--- config.mk ---
export PLATFORM = sky130hd
export DESIGN_NAME = cs_resolve_serial
export DESIGN_NICKNAME = d
export VERILOG_FILES = /design/src/rtl/csr_pkg.sv /design/src/rtl/csr_chunk_add.sv /design/src/rtl/cs_resolve_serial.sv
export SDC_FILE = /design/constraint.sdc
export NUM_CORES = 1
export LEC_CHECK = 0
export ABC_CLOCK_PERIOD_IN_PS = 4200
export CAP_MARGIN = 30
export CORE_UTILIZATION = 45
export DETAILED_ROUTE_END_ITERATION = 16
export HOLD_SLACK_MARGIN = 0.06
export PLACE_DENSITY = 0.75
export SLEW_MARGIN = 20
export SYNTH_ARGS = -nofsm -noshare
export SYNTH_HDL_FRONTEND = slang
export SYNTH_SLANG_ARGS = --single-unit
--- constraint.sdc ---
create_clock -name clk_i -period 4.2 [get_ports clk_i]
set_input_delay 0.84 -clock clk_i [delete_from_list [all_inputs] [get_ports clk_i]]
set_output_delay 0.84 -clock clk_i [all_outputs]
set_load 0.02 [all_outputs]
--- src/rtl/csr_pkg.sv ---
// Shared types, sizing helper and parameter checks for the chunk-serial carry-save resolver.
package csr_pkg;

   typedef enum logic [1:0] {
      CSR_IDLE,
      CSR_RUN,
      CSR_DONE
   } csr_state_e;

   localparam int unsigned CSR_WIDTH_DEF = 32;
   localparam int unsigned CSR_CHUNK_DEF = 8;

   function automatic int unsigned csr_nch(input int unsigned width, input int unsigned chunk);
      return width / chunk;
   endfunction

   function automatic bit csr_params_ok(input int unsigned width, input int unsigned chunk);
      return (chunk != 0) && (width >= 2) && (chunk <= width) && ((width % chunk) == 0);
   endfunction

endpackage

--- src/rtl/csr_chunk_add.sv ---
// Combinational CHUNK-bit ripple-carry adder built from full-adder cells.
module csr_chunk_add #(
   parameter int unsigned CHUNK = 8
) (
   input  logic [CHUNK-1:0] a_i,
   input  logic [CHUNK-1:0] b_i,
   input  logic             ci_i,
   output logic [CHUNK-1:0] s_o,
   output logic             co_o
);

   logic [CHUNK:0] c;

   assign c[0] = ci_i;

   for (genvar i = 0; i < CHUNK; i++) begin : g_fa
      assign s_o[i]   = a_i[i] ^ b_i[i] ^ c[i];
      assign c[i+1]   = (a_i[i] & b_i[i]) | (c[i] & (a_i[i] ^ b_i[i]));
   end

   assign co_o = c[CHUNK];

endmodule

--- src/rtl/cs_resolve_serial.sv ---
// Resolves a carry-save pair into binary, one CHUNK-bit slice per cycle.
// Optional overflow flag port ovf_o is built when CSR_OVF_EN is defined.
module cs_resolve_serial
   import csr_pkg::*;
#(
   parameter int unsigned WIDTH = CSR_WIDTH_DEF,
   parameter int unsigned CHUNK = CSR_CHUNK_DEF
) (
   input  logic             clk_i,
   input  logic             rst_ni,
   input  logic             in_valid_i,
   output logic             in_ready_o,
   input  logic [WIDTH-1:0] s_i,
   input  logic [WIDTH-1:0] c_i,
   output logic             out_valid_o,
   input  logic             out_ready_i,
   output logic [WIDTH-1:0] res_o
`ifdef CSR_OVF_EN
   ,
   output logic             ovf_o
`endif
);

   localparam int unsigned NCH   = csr_nch(WIDTH, CHUNK);
   localparam int unsigned CNT_W = (NCH > 1) ? $clog2(NCH) : 1;

   if (!csr_params_ok(WIDTH, CHUNK)) begin : g_param_chk
      $error("cs_resolve_serial: WIDTH must be >= 2 and a multiple of CHUNK");
   end

   csr_state_e       state_q, state_d;
   logic [WIDTH-1:0] s_q, s_d;
   logic [WIDTH-1:0] csh_q, csh_d;
   logic [WIDTH-1:0] res_q, res_d;
   logic [CNT_W-1:0] cnt_q, cnt_d;
   logic             cy_q, cy_d;
   logic             valid_q, valid_d;
   logic             ready_q, ready_d;
   logic             last_c;

   logic [CHUNK-1:0] a_c, b_c, sum_c;
   logic             co_c;

`ifdef CSR_OVF_EN
   logic             top_q, top_d;
   logic             ovf_q, ovf_d;
`else
   logic             unused_top_c;
   assign unused_top_c = c_i[WIDTH-1];
`endif

   // Select the active chunk of the two operands.
   always_comb begin
      a_c = '0;
      b_c = '0;
      for (int unsigned k = 0; k < NCH; k++) begin
         if (cnt_q == CNT_W'(k)) begin
            a_c = s_q[k*CHUNK +: CHUNK];
            b_c = csh_q[k*CHUNK +: CHUNK];
         end
      end
   end

   assign last_c = (cnt_q == CNT_W'(NCH - 1));

   csr_chunk_add #(.CHUNK(CHUNK)) u_add (
      .a_i  (a_c),
      .b_i  (b_c),
      .ci_i (cy_q),
      .s_o  (sum_c),
      .co_o (co_c)
   );

   // Next-state and datapath updates.
   always_comb begin
      state_d = state_q;
      s_d     = s_q;
      csh_d   = csh_q;
      res_d   = res_q;
      cnt_d   = cnt_q;
      cy_d    = cy_q;
      valid_d = valid_q;
      ready_d = ready_q;
`ifdef CSR_OVF_EN
      top_d   = top_q;
      ovf_d   = ovf_q;
`endif
      unique case (state_q)
         CSR_IDLE: begin
            if (in_valid_i && ready_q) begin
               s_d     = s_i;
               csh_d   = {c_i[WIDTH-2:0], 1'b0};
               cnt_d   = '0;
               cy_d    = 1'b0;
               ready_d = 1'b0;
               state_d = CSR_RUN;
`ifdef CSR_OVF_EN
               top_d   = c_i[WIDTH-1];
`endif
            end
         end
         CSR_RUN: begin
            for (int unsigned k = 0; k < NCH; k++) begin
               if (cnt_q == CNT_W'(k)) begin
                  res_d[k*CHUNK +: CHUNK] = sum_c;
               end
            end
            cy_d = co_c;
            if (last_c) begin
               valid_d = 1'b1;
               state_d = CSR_DONE;
`ifdef CSR_OVF_EN
               ovf_d   = co_c | top_q;
`endif
            end else begin
               cnt_d = cnt_q + CNT_W'(1);
            end
         end
         CSR_DONE: begin
            if (out_ready_i) begin
               valid_d = 1'b0;
               ready_d = 1'b1;
               state_d = CSR_IDLE;
            end
         end
         default: begin
            state_d = CSR_IDLE;
            valid_d = 1'b0;
            ready_d = 1'b1;
         end
      endcase
   end

   always_ff @(posedge clk_i or negedge rst_ni) begin
      if (!rst_ni) begin
         state_q <= CSR_IDLE;
         s_q     <= '0;
         csh_q   <= '0;
         res_q   <= '0;
         cnt_q   <= '0;
         cy_q    <= 1'b0;
         valid_q <= 1'b0;
         ready_q <= 1'b1;
`ifdef CSR_OVF_EN
         top_q   <= 1'b0;
         ovf_q   <= 1'b0;
`endif
      end else begin
         state_q <= state_d;
         s_q     <= s_d;
         csh_q   <= csh_d;
         res_q   <= res_d;
         cnt_q   <= cnt_d;
         cy_q    <= cy_d;
         valid_q <= valid_d;
         ready_q <= ready_d;
`ifdef CSR_OVF_EN
         top_q   <= top_d;
         ovf_q   <= ovf_d;
`endif
      end
   end

   assign in_ready_o  = ready_q;
   assign out_valid_o = valid_q;
   assign res_o       = res_q;
`ifdef CSR_OVF_EN
   assign ovf_o       = ovf_q;
`endif

endmodule

==> reports/qor.txt, run 1 <==
status - finished, final reports clean
Worst EP required - 4.43 ns
Num CTS Buffers - 9
Post-Syn Instances - 399
crit-path most repeated cell - fa_2
Final ANT Viol Nets - 0
Sequential cell area - 2550 um^2
share of cells above drive strength 1 - 0.216
clk root buf - clkbuf_8
routed vias - 3226
gr usage total - 0.194
clock network fraction of total power - 0.138
routability cong. - 0.816
Hold Fails Final Rpt - 0
antenna violations before repair - 0
Leak Pwr - 2.53 nW
top cells by area, synth - dfrtp_1, mux2_2, o21ai_0
num rows - 36
CP max stage delay - 0.61 ns
crit path launch type - flop
TNS Setup - 0 ns
Crit Reg-Reg Startpoint - cnt_q[1]
area share of the largest cell type after synthesis - 0.555
P_int - 2.73 mW
Arr. time, crit path - 4.34 ns
Peak supply drop - 0.000315 V
Die X - 103 um
IO Pins - 102
vias in the first global route - 3129
Remaining DRCs - 0
Reg power frac - 0.377
power share of the combinational group - 0.484
Setup Skew - 0.0174 ns
Seq cells post-synth - 102
n_diodes - 0
Detailed Routing Iterations Pass 1 - 4
worst slew pin tran - 0.864 ns
hold_buf cts - 0
Setup crit end kind - flop
Port Buffers - 100
Multi-input gate area - 1830 um^2
Routed Wire Length - 9530 um
non-filler instance count after layout - 632
post-DP HPWL - 6980 um
MaxCap Viol Count - 0
Slew Limit Fails - 0
setup ws final - 0.0878 ns
Clock transition at path regs - 0.09 ns
synth-to-layout area growth - 30.1%
H-Tree Depth - 3
clock sinks - 102
Post-Syn Area - 4550 um^2
final count of negative-setup-slack endpoints - 0
initial DRC count - 144
worst skew pair latency - 0.37 ns
Die Span Y - 103 um
register area share after synthesis - 0.561
total placed cells including tap cells - 616
R2R depth - 16
Initial Utilization - 0.466
largest net degree at the start of global routing - 81
Mean Syn Cell Area - 11.4 um^2
CTS tree - done
worst hold path class - in2async
post-DR wirelength/cell - 15.1 um
Power Density - 745 nW/um^2
crit path launch - cnt_q[1]
Setup CP Type - reg2reg
GRT overflow - 0
clock period minus worst slack - 4.11 ns
Sw Ratio - 0.381
worst-case clock buffer depth - 2
Slew HR - 0.424
unrepaired setup endpoints after global routing - true
warnings from Yosys - 0
Synth area leader - dfrtp_1
area of the die - 10500 um^2
crit-path cells - inv_2 > ha_4 > nand2_1 > o21ai_2 > a22oi_2 > fa_2 > inv_2 > fa_2 > fa_2 > inv_2 > fa_2 > fa_2 > fa_2 > fa_2 > fa_2 > o21ai_0
dpl ws - -0.0955 ns
nets - 575
Max Fclk - 0.243 GHz
Pwr Total - 4.41 mW
worst-path fanout max - 4
vias per cell - 5.10
synth unique cells - 25
# fillers - 804
Psw - 1.68 mW
Syn Nets - 479
global-route wire length before repair - 15400 um
Final period util - 0.979
Core Region - 9770 um^2
Critical Path Slowest Stage Cell - fa_2
## worst max-delay path: cells and delay by family, from the launching register on
| kind | cells | cell delay [ns] |
|---|---|---|
| fa+ha+maj | 9 | 2.90 |
| flops | 1 | 0.45 |
| compound gates | 3 | 0.32 |
| buf+inv | 3 | 0.23 |
| simple gates | 1 | 0.08 |
## cells in the final DEF (no fill, tap or decap), types with 2 or more instances in the layout
cell type / netlist / routed
a21oi_1: 34 / 32
inv_1: 21 / 17
a22o_1: 4 / 4
a22oi_1: 11 / 10
fa_2: 0 / 8
clkdlybuf4s50_1: 0 / 99
clkinvlp_4: 0 / 2
clkinv_4: 0 / 2
o21ai_0: 56 / 53
clkbuf_8: 0 / 9
nand2b_1: 2 / 2
a21oi_2: 0 / 2
nor2_1: 3 / 3
inv_2: 0 / 4
o21ai_1: 0 / 2
nand2_1: 60 / 60
nand3b_1: 5 / 5
buf_4: 1 / 13
mux2_2: 56 / 56
ha_4: 0 / 3
dfrtp_1: 101 / 101
## synthesized netlist by cell type
master and n:
fa_1 8, buf_12 1, nor2_1 3, nor3_1 1, o22ai_1 1, buf_6 5
inv_1 21, a22oi_1 11, nor4bb_4 1, ha_1 4, mux2_4 1, buf_2 3
nor3b_1 1, nand3b_1 5, o21ai_0 56, clkbuf_1 17, dfrtp_1 101, a22o_1 4
dfstp_2 1, mux2_2 56, nand2b_1 2, nand2_1 60, clkbuf_2 1, a21oi_1 34
buf_4 1
## sequential cells by signal (all words and copies together) (netlist names)
name	count
in_ready_o	1
cy_q	1
csh_q	31
s_q	32
state_q	2
out_valid_o	1
cnt_q	2
res_o	32
## logic make-up after synthesis
family / Yosys count / synth area share
AOI/OAI and AO/OA: 106 / 0.126
adders and majority gates: 12 / 0.0462
buffers and inverters: 49 / 0.0541
DFF: 102 / 0.561
muxes: 57 / 0.142
and+or+nand+nor: 73 / 0.0712
## power by group through the flow
| stage | sequential, mW | clock (mW) | combinational, mW |
|---|---|---|---|
| floorplan | 1.77 | 0 | 1.18 |
| global placement | 1.66 | 0 | 1.95 |
| detailed placement | 1.68 | 0 | 2.03 |
| CTS | 1.66 | 0.621 | 2.05 |
| global route | 1.72 | 0.666 | 2.37 |
| finish | 1.67 | 0.610 | 2.14 |
## per-layer routing
metal / vias up / part of all wire / global-route usage
met5: - / 0 / 0
met2: 100 / 0.45 / 0.307
met4: 0 / 0.017 / 0.0670
met3: 12 / 0.047 / 0.0339
li1: 1542 / - / -
met1: 1572 / 0.48 / 0.270
## through the flow
stage                util  hold WS, ns  area [um^2]
floorplan               -        0.480         4600
global placement    0.578        0.464         5650
finish              0.606        0.416         5920
detailed placement  0.578        0.470         5650
global route        0.606        0.449         5920
CTS                 0.600        0.419         5870
## final timing paths
path | end | slack (ns)
max | res_o[7] | 0.09
min | res_o[10] | 0.42
max reg2reg | res_o[7] | 0.09
min reg2reg | res_o[20] | 0.49
max in group asynchronous | s_q[31] | 2.88
min in group clk_i | res_o[20] | 0.49
## area by class of cell
cell class / count / area share
Clock inverter: 6 / 0.0120
Inverter: 21 / 0.0133
Multi-Input combinational cell: 248 / 0.309
Sequential cell: 102 / 0.431
Timing Repair Buffer: 113 / 0.186
Tap cell: 133 / 0.0281
Clock buffer: 9 / 0.0209
## what timing repair did
action / in CTS / in global routing
endpoints found under the hold margin: 0 / 0
pin swaps: 1 / 1
gates resized for setup: 6 / 19
setup buffers: 1 / 0
endpoints found under the setup margin: 4 / 5
(Power assumes the default switching activity.)
==> run 2, diff against run 1 <==
Settings changed: CTS_CLUSTER_DIAMETER from default to 120, SYNTH_HIERARCHICAL from default to 1.
==> run 2 against run 1 <==
  * The run now ends with negative setup slack left
  * First-iteration DRC count is 11% lower
  * Final area is 2.0% higher
  * Wire length is 1.8% higher
  * Final cell count is 4.0% lower
  * Sequential power hardly changed
  * Clock power is 7.5% lower
  * Via count is 2.9% lower
  * Synthesized cell count is 10% lower
  * Power is 2.8% higher
  * Clock skew is 0.00064 ns higher
  * Setup slack worse by 0.16 ns
  * Non-clock buffer count is 6 higher
  * Largest cell class unchanged
==> reports/qor.txt, run 2 <==
worst skew pair latency - 0.36 ns
ys async rst share - 1.00
Setup CP Type - reg2reg
synth-to-layout area growth - 31.7%
Slew Limit Fails - 0
Syn Nets - 439
R2R Path End - res_o[31]
CTS tree - done
Routed Wire Length - 9700 um
commonest non-fill, non-tap cell in the layout - dfrtp_1
Detailed Routing Iterations Pass 1 - 4
post-DP HPWL - 7150 um
Sw Ratio - 0.381
Reg power frac - 0.370
clock sinks - 102
Clock transition at path regs - 0.11 ns
Critical Path Slowest Stage Cell - fa_1
unrepaired setup endpoints after global routing - true
Sequential cell area - 2550 um^2
most frequent cells in the layout - dfrtp_1, clkdlybuf4s50_1, mux2_2
num rows - 36
GRT overflow - 0
CP endpoint - res_o[31]
Die Span Y - 103 um
Synth area leader - dfrtp_1
vias in the first global route - 3143
R2R depth - 17
Setup Skew - 0.0180 ns
clock network fraction of total power - 0.124
clock period minus worst slack - 4.28 ns
Post-synth EDFFs - 0
Power Density - 751 nW/um^2
Die X - 103 um
cell area after layout - 6040 um^2
area of the die - 10600 um^2
top cells by area, synth - dfrtp_1, mux2_2, fa_1
worst hold path class - in2async
crit path launch type - flop
power share of the combinational group - 0.505
# fillers - 848
Mean Syn Cell Area - 12.8 um^2
global-route wire length before repair - 15700 um
routability cong. - 0.745
crit path launch - cnt_q[1]
Remaining DRCs - 0
synth unique cells - 29
Crit. path cell count - 17
Leak Pwr - 2.62 nW
Port Buffers - 100
Arr. time, crit path - 4.59 ns
register area share after synthesis - 0.557
Max Fclk - 0.234 GHz
warnings from Yosys - 6
post-DR wirelength/cell - 16.0 um
Core Region - 9820 um^2
worst slew pin tran - 0.873 ns
vias per cell - 5.16
Final period util - 1.02
gr usage total - 0.198
count leader, synth - dfrtp_1
status - finished, violations left
setup ws final - -0.0772 ns
placed inst area - 5820 um^2
clk root buf - clkbuf_8
Seq cells post-synth - 102
crit-path most repeated cell - fa_2
crit-path cells - buf_4 > ha_1 > a21oi_2 > a32oi_1 > fa_2 > inv_2 > fa_1 > inv_1 > fa_2 > fa_2 > fa_2 > fa_2 > fa_2 > inv_2 > fa_1 > inv_2 > mux2_4
largest net degree at the start of global routing - 80
Post-Syn Area - 4590 um^2
MaxCap Viol Count - 0
worst-case clock buffer depth - 2
CP bufs+invs - 5
CP top delay family - adder cells
CP max stage delay - 0.42 ns
failing checks - negative setup slack
synth cell count leaders - dfrtp_1, mux2_2, nand2_1
Crit Reg-Reg Startpoint - cnt_q[1]
worst-path fanout max - 7
share of cells above drive strength 1 - 0.306
hold_buf cts - 0
Post-Syn Instances - 359
Psw - 1.73 mW
Hold Fails Final Rpt - 0
initial DRC count - 128
R2R setup slack - -0.08 ns
routed vias - 3133
antenna violations before repair - 0
Worst EP required - 4.51 ns
WHS - 0.368 ns
IO Pins - 102
Setup crit end kind - flop
Final ANT Viol Nets - 0
Peak supply drop - 0.000345 V
Num CTS Buffers - 9
Initial Utilization - 0.467
n_diodes - 0
Multi-input gate area - 1890 um^2
area share of the largest cell type after synthesis - 0.551
nets - 549
P_int - 2.81 mW
commonest register cell after synthesis - dfrtp_1
final count of negative-setup-slack endpoints - 4
H-Tree Depth - 3
Slew HR - 0.418
[run 2: cell types whose count changed after synthesis, moves of 10 or more]
cell / previous run / this run
a21oi_1: 34 / 17
a22oi_1: 11 / 1
a32oi_1: 0 / 14
mux2_2: 56 / 81
nand2_1: 60 / 35
o21ai_0: 56 / 18
[run 2: metrics by stage]
stage / power, mW / util / instances / worst slack (ns) / TNS [ns]
finish: 4.54 / 0.615 / 607 / -0.0772 / -0.296
global route: 4.87 / 0.615 / 607 / -0.247 / -0.965
CTS: 4.56 / 0.615 / 607 / -0.113 / -0.431
detailed placement: 3.96 / 0.593 / 589 / -0.203 / -0.763
global placement: 3.88 / 0.593 / 589 / -0.0863 / -0.340
floorplan: 3.07 / - / 359 / -0.0612 / -0.242
[run 2: area by class of cell]
type                            instances  share of cell area
Clock buffer                            9              0.0205
Tap cell                              133              0.0275
Sequential cell                       102               0.423
Clock inverter                          7             0.00932
Timing Repair Buffer                  119               0.189
Multi-Input combinational cell        210               0.314
Inverter                               27              0.0172
[run 2: how the worst min path moves through the flow]
stage | startpoint | end | cells after the start
final | rst_ni | s_q[14] | 1
after global routing | rst_ni | s_q[14] | 1
after CTS | rst_ni | state_q[1] | 1
after detailed placement | res_o[30] | res_o[30] | 1
after global placement | res_o[30] | res_o[30] | 1
after floorplan | s_q[6] | s_q[6] | 1
[run 2: power groups by stage]
| stage | Combinational (mW) | Clock (mW) | Sequential, mW |
|---|---|---|---|
| floorplan | 1.27 | 0 | 1.80 |
| global placement | 2.19 | 0 | 1.68 |
| detailed placement | 2.26 | 0 | 1.70 |
| CTS | 2.30 | 0.583 | 1.68 |
| global route | 2.51 | 0.624 | 1.74 |
| finish | 2.29 | 0.564 | 1.68 |
[run 2: per-layer routing]
layer	up-vias	GRT usage	wire [um]
met5	-	0	0
met4	0	0.0477	101
met3	8	0.0380	513
met2	105	0.332	4790
met1	1562	0.266	4300
li1	1458	-	-
[run 2: kinds of logic after synthesis]
logic type               Yosys count  synth area share
multiplexers                      82             0.202
flip-flops                       102             0.557
buffers and inverters             47            0.0507
adder cells (fa/ha/maj)           12            0.0458
AND/OR/NAND/NOR                   65            0.0759
AO/OA/AOI/OAI                     51            0.0685
[run 2: repair_timing]
action	4_1_cts	5_1_grt
setup buffers	2	0
gates resized for setup	6	0
pin swaps	10	3
setup endpoints to repair	4	5
[run 2: worst register-to-register path, cell delays in order, from the launching register on]
cell and delay, ns:
dfrtp_1 0.40, buf_4 0.15, ha_1 0.28, a21oi_2 0.14
a32oi_1 0.12, fa_2 0.36, inv_2 0.06, fa_1 0.15
inv_1 0.05, fa_2 0.34, fa_2 0.35, fa_2 0.35
fa_2 0.40, fa_2 0.37, inv_2 0.06, fa_1 0.42
inv_2 0.10, mux2_4 0.14
==> edit 1 (flow settings as in run 2) <==
Add a define of `CSR_OVF_EN`.
--- a/src/rtl/cs_resolve_serial.sv
+++ b/src/rtl/cs_resolve_serial.sv
@@ -1,5 +1,7 @@
 // Resolves a carry-save pair into binary, one CHUNK-bit slice per cycle.
 // Optional overflow flag port ovf_o is built when CSR_OVF_EN is defined.
+`define CSR_OVF_EN
+
 module cs_resolve_serial
    import csr_pkg::*;
 #(
Function (old outputs only; new: ovf_o): kept (Yosys induction, for registers that start in step).
==> edit 1 against run 2 <==
- the flow still finishes with violations (setup timing)
- clock power grew 20%
- first-iteration DRC count shrank 5.5%
- sequential power grew 2%
- setup slack gained 6.9 ps
- sequential cell count grew 2
- final area grew 3.1%
- power grew 5.1%
- routed wire length grew 5.4%
- final cell count grew 1.8%
- worst hold slack gained 120 ps
- synthesized area grew 1.6%
- synthesized cell count grew 1.9%
==> edit 1: results (changes against run 2) <==
* Setup TNS at -263.3 ps (+32.47 ps)
* Num sequential at 104 (+2.0%)
* Maximum vdd drop at 321.8 uV (-6.7%)
* Nets at 561 (+2.2%)
* Clock Skew at 11.37 ps (-6.684 ps)
* Post-Synth Adder-Cell Area at 4.511% (-0.073 points)
* Post-DP Area at 5918 sq um (+1.6%)
* Sequential area share after synthesis at 55.88% (+0.19 points)
* # port buffers at 102 (+2.0%)
* # fillers at 772 (-9.0%)
* Total global-route track usage at 19.96% (+0.19 points)
* Worst Path Arrival at 4570 ps (-20 ps)
* Number of global-route vias before repair at 3365 (+7.1%)
* Worst-Margin Slew at 881.5 ps (+8.785 ps)
* First-pass GRT wire length at 16.92 mm (+7.5%)
* Layout non-clock buf frac at 19.37% (+0.48 points)
* Clk tree area frac at 3.516% (+0.53 points)
* Sw frac at 36.93% (-1.2 points)
* Final Setup Violations at 4 (unchanged)
* Pwr Density at 766.0 nW/um^2 (+1.9%)
* Vias/cell at 5.227 (+1.3%)
* Share of post-route cells with drive strength above 1 at 31.13% (+0.54 points)
* Synth top cells by count: 103 x dfrtp_1, 81 x mux2_2, 36 x nand2_1
* Buffers, non-clock at 125 (+5.0%)
* Cells after Synth at 366 (+1.9%)
* Met3 Usage GRT at 3.335% (-0.46 points)
* Multi-input gate area at 1927 sq um (+1.7%)
* Largest net degree at the start of global routing at 81 (+1.3%)
* Reg clk slew, reported paths at 90 ps (-20 ps)
* Multiplexer area fraction after synthesis at 20.14% (-0.079 points)
* Failing checks: setup timing
* End of the critical path: res_o[23]
* Setup ws final at -70.24 ps (+6.922 ps)
* Status: finished, violations left
* Crit-path max FO at 4 (-3)
* # resized after CTS at 3 (-3)
* Initial DRC count at 121 (-5.5%)
* Min Hold Slack at 483.5 ps (+115.5 ps)
* Core Area at 9910 sq um (+0.92%)
* GR Util met1 at 26.61% (about the same)
* Routability cong. at 0.7999 (+7.4%)
edit 1: cell count changes in the layout (fill, tap and decap cells not counted), sizes merged:
cell	change
bufinv	+2
inv	-3
clkdlybuf4s50	+2
o21ai	+1
clkinv	-1
clkbuf	+1
dfrtp	+2
nand3b	+1
buf	+4
nor2	+1
mux2	+1
edit 1: power groups by stage:
stage | Combinational (mW) | Clock, mW | Sequential [mW]
floorplan | 1.28 | 0 | 1.83
global placement | 2.21 | 0 | 1.73
detailed placement | 2.28 | 0 | 1.75
CTS | 2.34 | 0.689 | 1.73
global route | 2.58 | 0.725 | 1.78
finish | 2.37 | 0.678 | 1.72
edit 1: through the flow:
stage | total power [mW] | setup slack (ps)
2_1_floorplan | 3.117 | -61.20
5_1_grt | 5.085 | -178.9
6_report | 4.770 | -70.24
3_5_place_dp | 4.033 | -165.3
3_3_place_gp | 3.941 | -5.706
4_1_cts | 4.753 | -61.45
==> edit 2 (config.mk and constraints of run 2) <==
Without the edit above. The 3 states of `csr_state_e` get a one-hot encoding in 3 bits.
--- a/src/rtl/csr_pkg.sv
+++ b/src/rtl/csr_pkg.sv
@@ -1,10 +1,10 @@
 // Shared types, sizing helper and parameter checks for the chunk-serial carry-save resolver.
 package csr_pkg;
 
-   typedef enum logic [1:0] {
-      CSR_IDLE,
-      CSR_RUN,
-      CSR_DONE
+   typedef enum logic [2:0] {
+      CSR_IDLE = 3'b001,
+      CSR_RUN  = 3'b010,
+      CSR_DONE = 3'b100
    } csr_state_e;
 
    localparam int unsigned CSR_WIDTH_DEF = 32;
Formal check against the unedited RTL: no difference found for any inputs over 10 cycles, from zero or initial values and one cycle with rst_ni low; not proved beyond that.
==> edit 2 against run 2 <==
- the flow still finishes with violations (setup timing)
- clock power increased by 9.4%
- sequential cell count grew 1
- combinational power fell by 3%
- count of clock-buffer cells in the layout stayed put
- power grew 0.60%
- synthesized cell count is 0.56% lower
- worst hold slack improved by 90 ps
- setup slack got worse by 63 ps
- routed wire length is 5.2% higher
- final area is 4.4% higher
- synthesized area increased by 3.9%
- sequential share of layout area shrank 1.4 points
- clock skew down 5.6 ps
==> edit 2: results (changes against run 2) <==
* Status: finished, violations left
* Number of global-route vias before repair at 3296 (+4.9%)
* Total global-route track usage at 19.60% (-0.16 points)
* Reg-to-reg slack, setup at -140 ps (-60 ps)
* Final wirelength at 10.21 mm (+5.2%)
* Area contributors post-synth: dfrtp_1 53%, mux2_2 16%, mux2_1 6.1%
* Vias/cell at 5.164 (about the same)
* Largest net degree at the start of global routing at 68 (-15%)
* First-pass GRT wire length at 16.66 mm (+5.9%)
* Share of post-route cells with drive strength above 1 at 30.11% (-0.49 points)
* Worst min path class: input port to async pin
* Failing checks: setup timing
* Nets at 551 (+0.36%)
* Synth cell types at 35 (+21%)
* Initial DRC count at 86 (-33%)
* Syn Nets at 437 (-0.46%)
* R2R depth at 18 (+1)
* Worst path max stage delay at 480 ps (+60 ps)
* Reg clk slew, reported paths at 100 ps
* Clock Skew at 12.43 ps (-5.615 ps)
* Critical R2R Capture: res_o[15]
* Setup ws final at -140.6 ps (-63.48 ps)
* Rel. slew slack at 42.21% (+0.39 points)
* Routability cong. at 0.7532 (+1.1%)
* Worst Setup SP: cnt_q[1]
* Worst reg2reg startpoint: cnt_q[1]
* Sw frac at 36.50% (-1.6 points)
* Sequential area share after synthesis at 54.16% (-1.5 points)
* Synth top cells by count: 101 x dfrtp_1, 69 x mux2_2, 26 x mux2_1
* Slowest CP cell: dfrtp_2
* Final Setup Violations at 4 (unchanged)
* Lkg Pwr at 2.630 nW (+0.27%)
* Maximum vdd drop at 314.6 uV (-8.7%)
## edit 2: cell types whose count changed after synthesis, moves of 3 or more
cell,change
and2_1,+19
nand2_2,-4
o32a_1,+3
nand3b_1,-14
a32oi_1,-14
mux2_2,-12
a21oi_1,-3
inv_1,-14
mux2_1,+26
o22a_1,+15
nand2_1,-16
## edit 2: worst reg2reg max path, stage by stage, from the launching register on
cell and delay (ps):
dfrtp_2 480, ha_4 210, buf_6 130, a21oi_4 120, o21ai_2 60, o22a_1 180, fa_2 340, inv_2 60
fa_2 190, inv_2 40, fa_2 340, fa_2 360, fa_2 350, fa_2 360, fa_2 340, inv_2 60
fa_1 430, inv_2 90, mux2_2 150
## edit 2: layout make-up
type,instances,area (sq um),area share (%)
Clock buffer,9,123.9,1.964
Tap cell,136,170.2,2.697
Sequential cell,103,2582,40.94
Timing Repair Buffer,124,1194,18.92
Inverter,14,58.81,0.9322
Clock inverter,6,70.07,1.111
Multi-Input combinational cell,219,2110,33.44
## edit 2: worst max path at each step
stage	to	slack, ps
6_report	res_o[15]	-140
3_3_place_gp	res_o[23]	-170
2_1_floorplan	res_o[15]	-150
3_5_place_dp	res_o[15]	-280
5_1_grt	res_o[15]	-270
4_1_cts	res_o[15]	-130
## edit 2: per-layer routing
layer,GRT usage [%],wire length (um),vias up
li1,-,-,1481
met3,2.994,450,13
met1,27.30,4900,1570
met4,7.646,177,0
met5,0,0,-
met2,30.94,4679,91
## edit 2: what timing repair did
action / 4_1_cts / 5_1_grt
cloned: 0 / 0
setup buffers: 9 / 1
resized for setup: 13 / 13
pin swaps: 11 / 1
endpoints found under the setup margin: 9 / 7
## edit 2: cells by family after synthesis
group,synth area share [%]
buffers and inverters,3.914
muxes,22.46
adders and majority gates,4.413
DFF,54.16
and+or+nand+nor,6.725
AOI/OAI and AO/OA,8.327
## edit 2: stage by stage
| step | instances | utilization, % | instance area, sq um | setup WS, ps |
|---|---|---|---|---|
| finish | 611 | 61.38 | 6309 | -140.6 |
| global route | 611 | 61.38 | 6309 | -273.8 |
| CTS | 610 | 60.90 | 6259 | -129.1 |
| detailed placement | 586 | 58.01 | 5962 | -284.1 |
| global placement | 586 | 58.01 | 5962 | -168.1 |
| floorplan | 357 | - | 4835 | -152.2 |
## edit 2: power by group through the flow
stage | logic (mW) | registers (mW) | clock network (mW)
CTS | 2.19 | 1.73 | 0.633
floorplan | 1.32 | 1.80 | 0
global placement | 2.06 | 1.74 | 0
detailed placement | 2.13 | 1.76 | 0
finish | 2.21 | 1.74 | 0.617
global route | 2.39 | 1.80 | 0.671
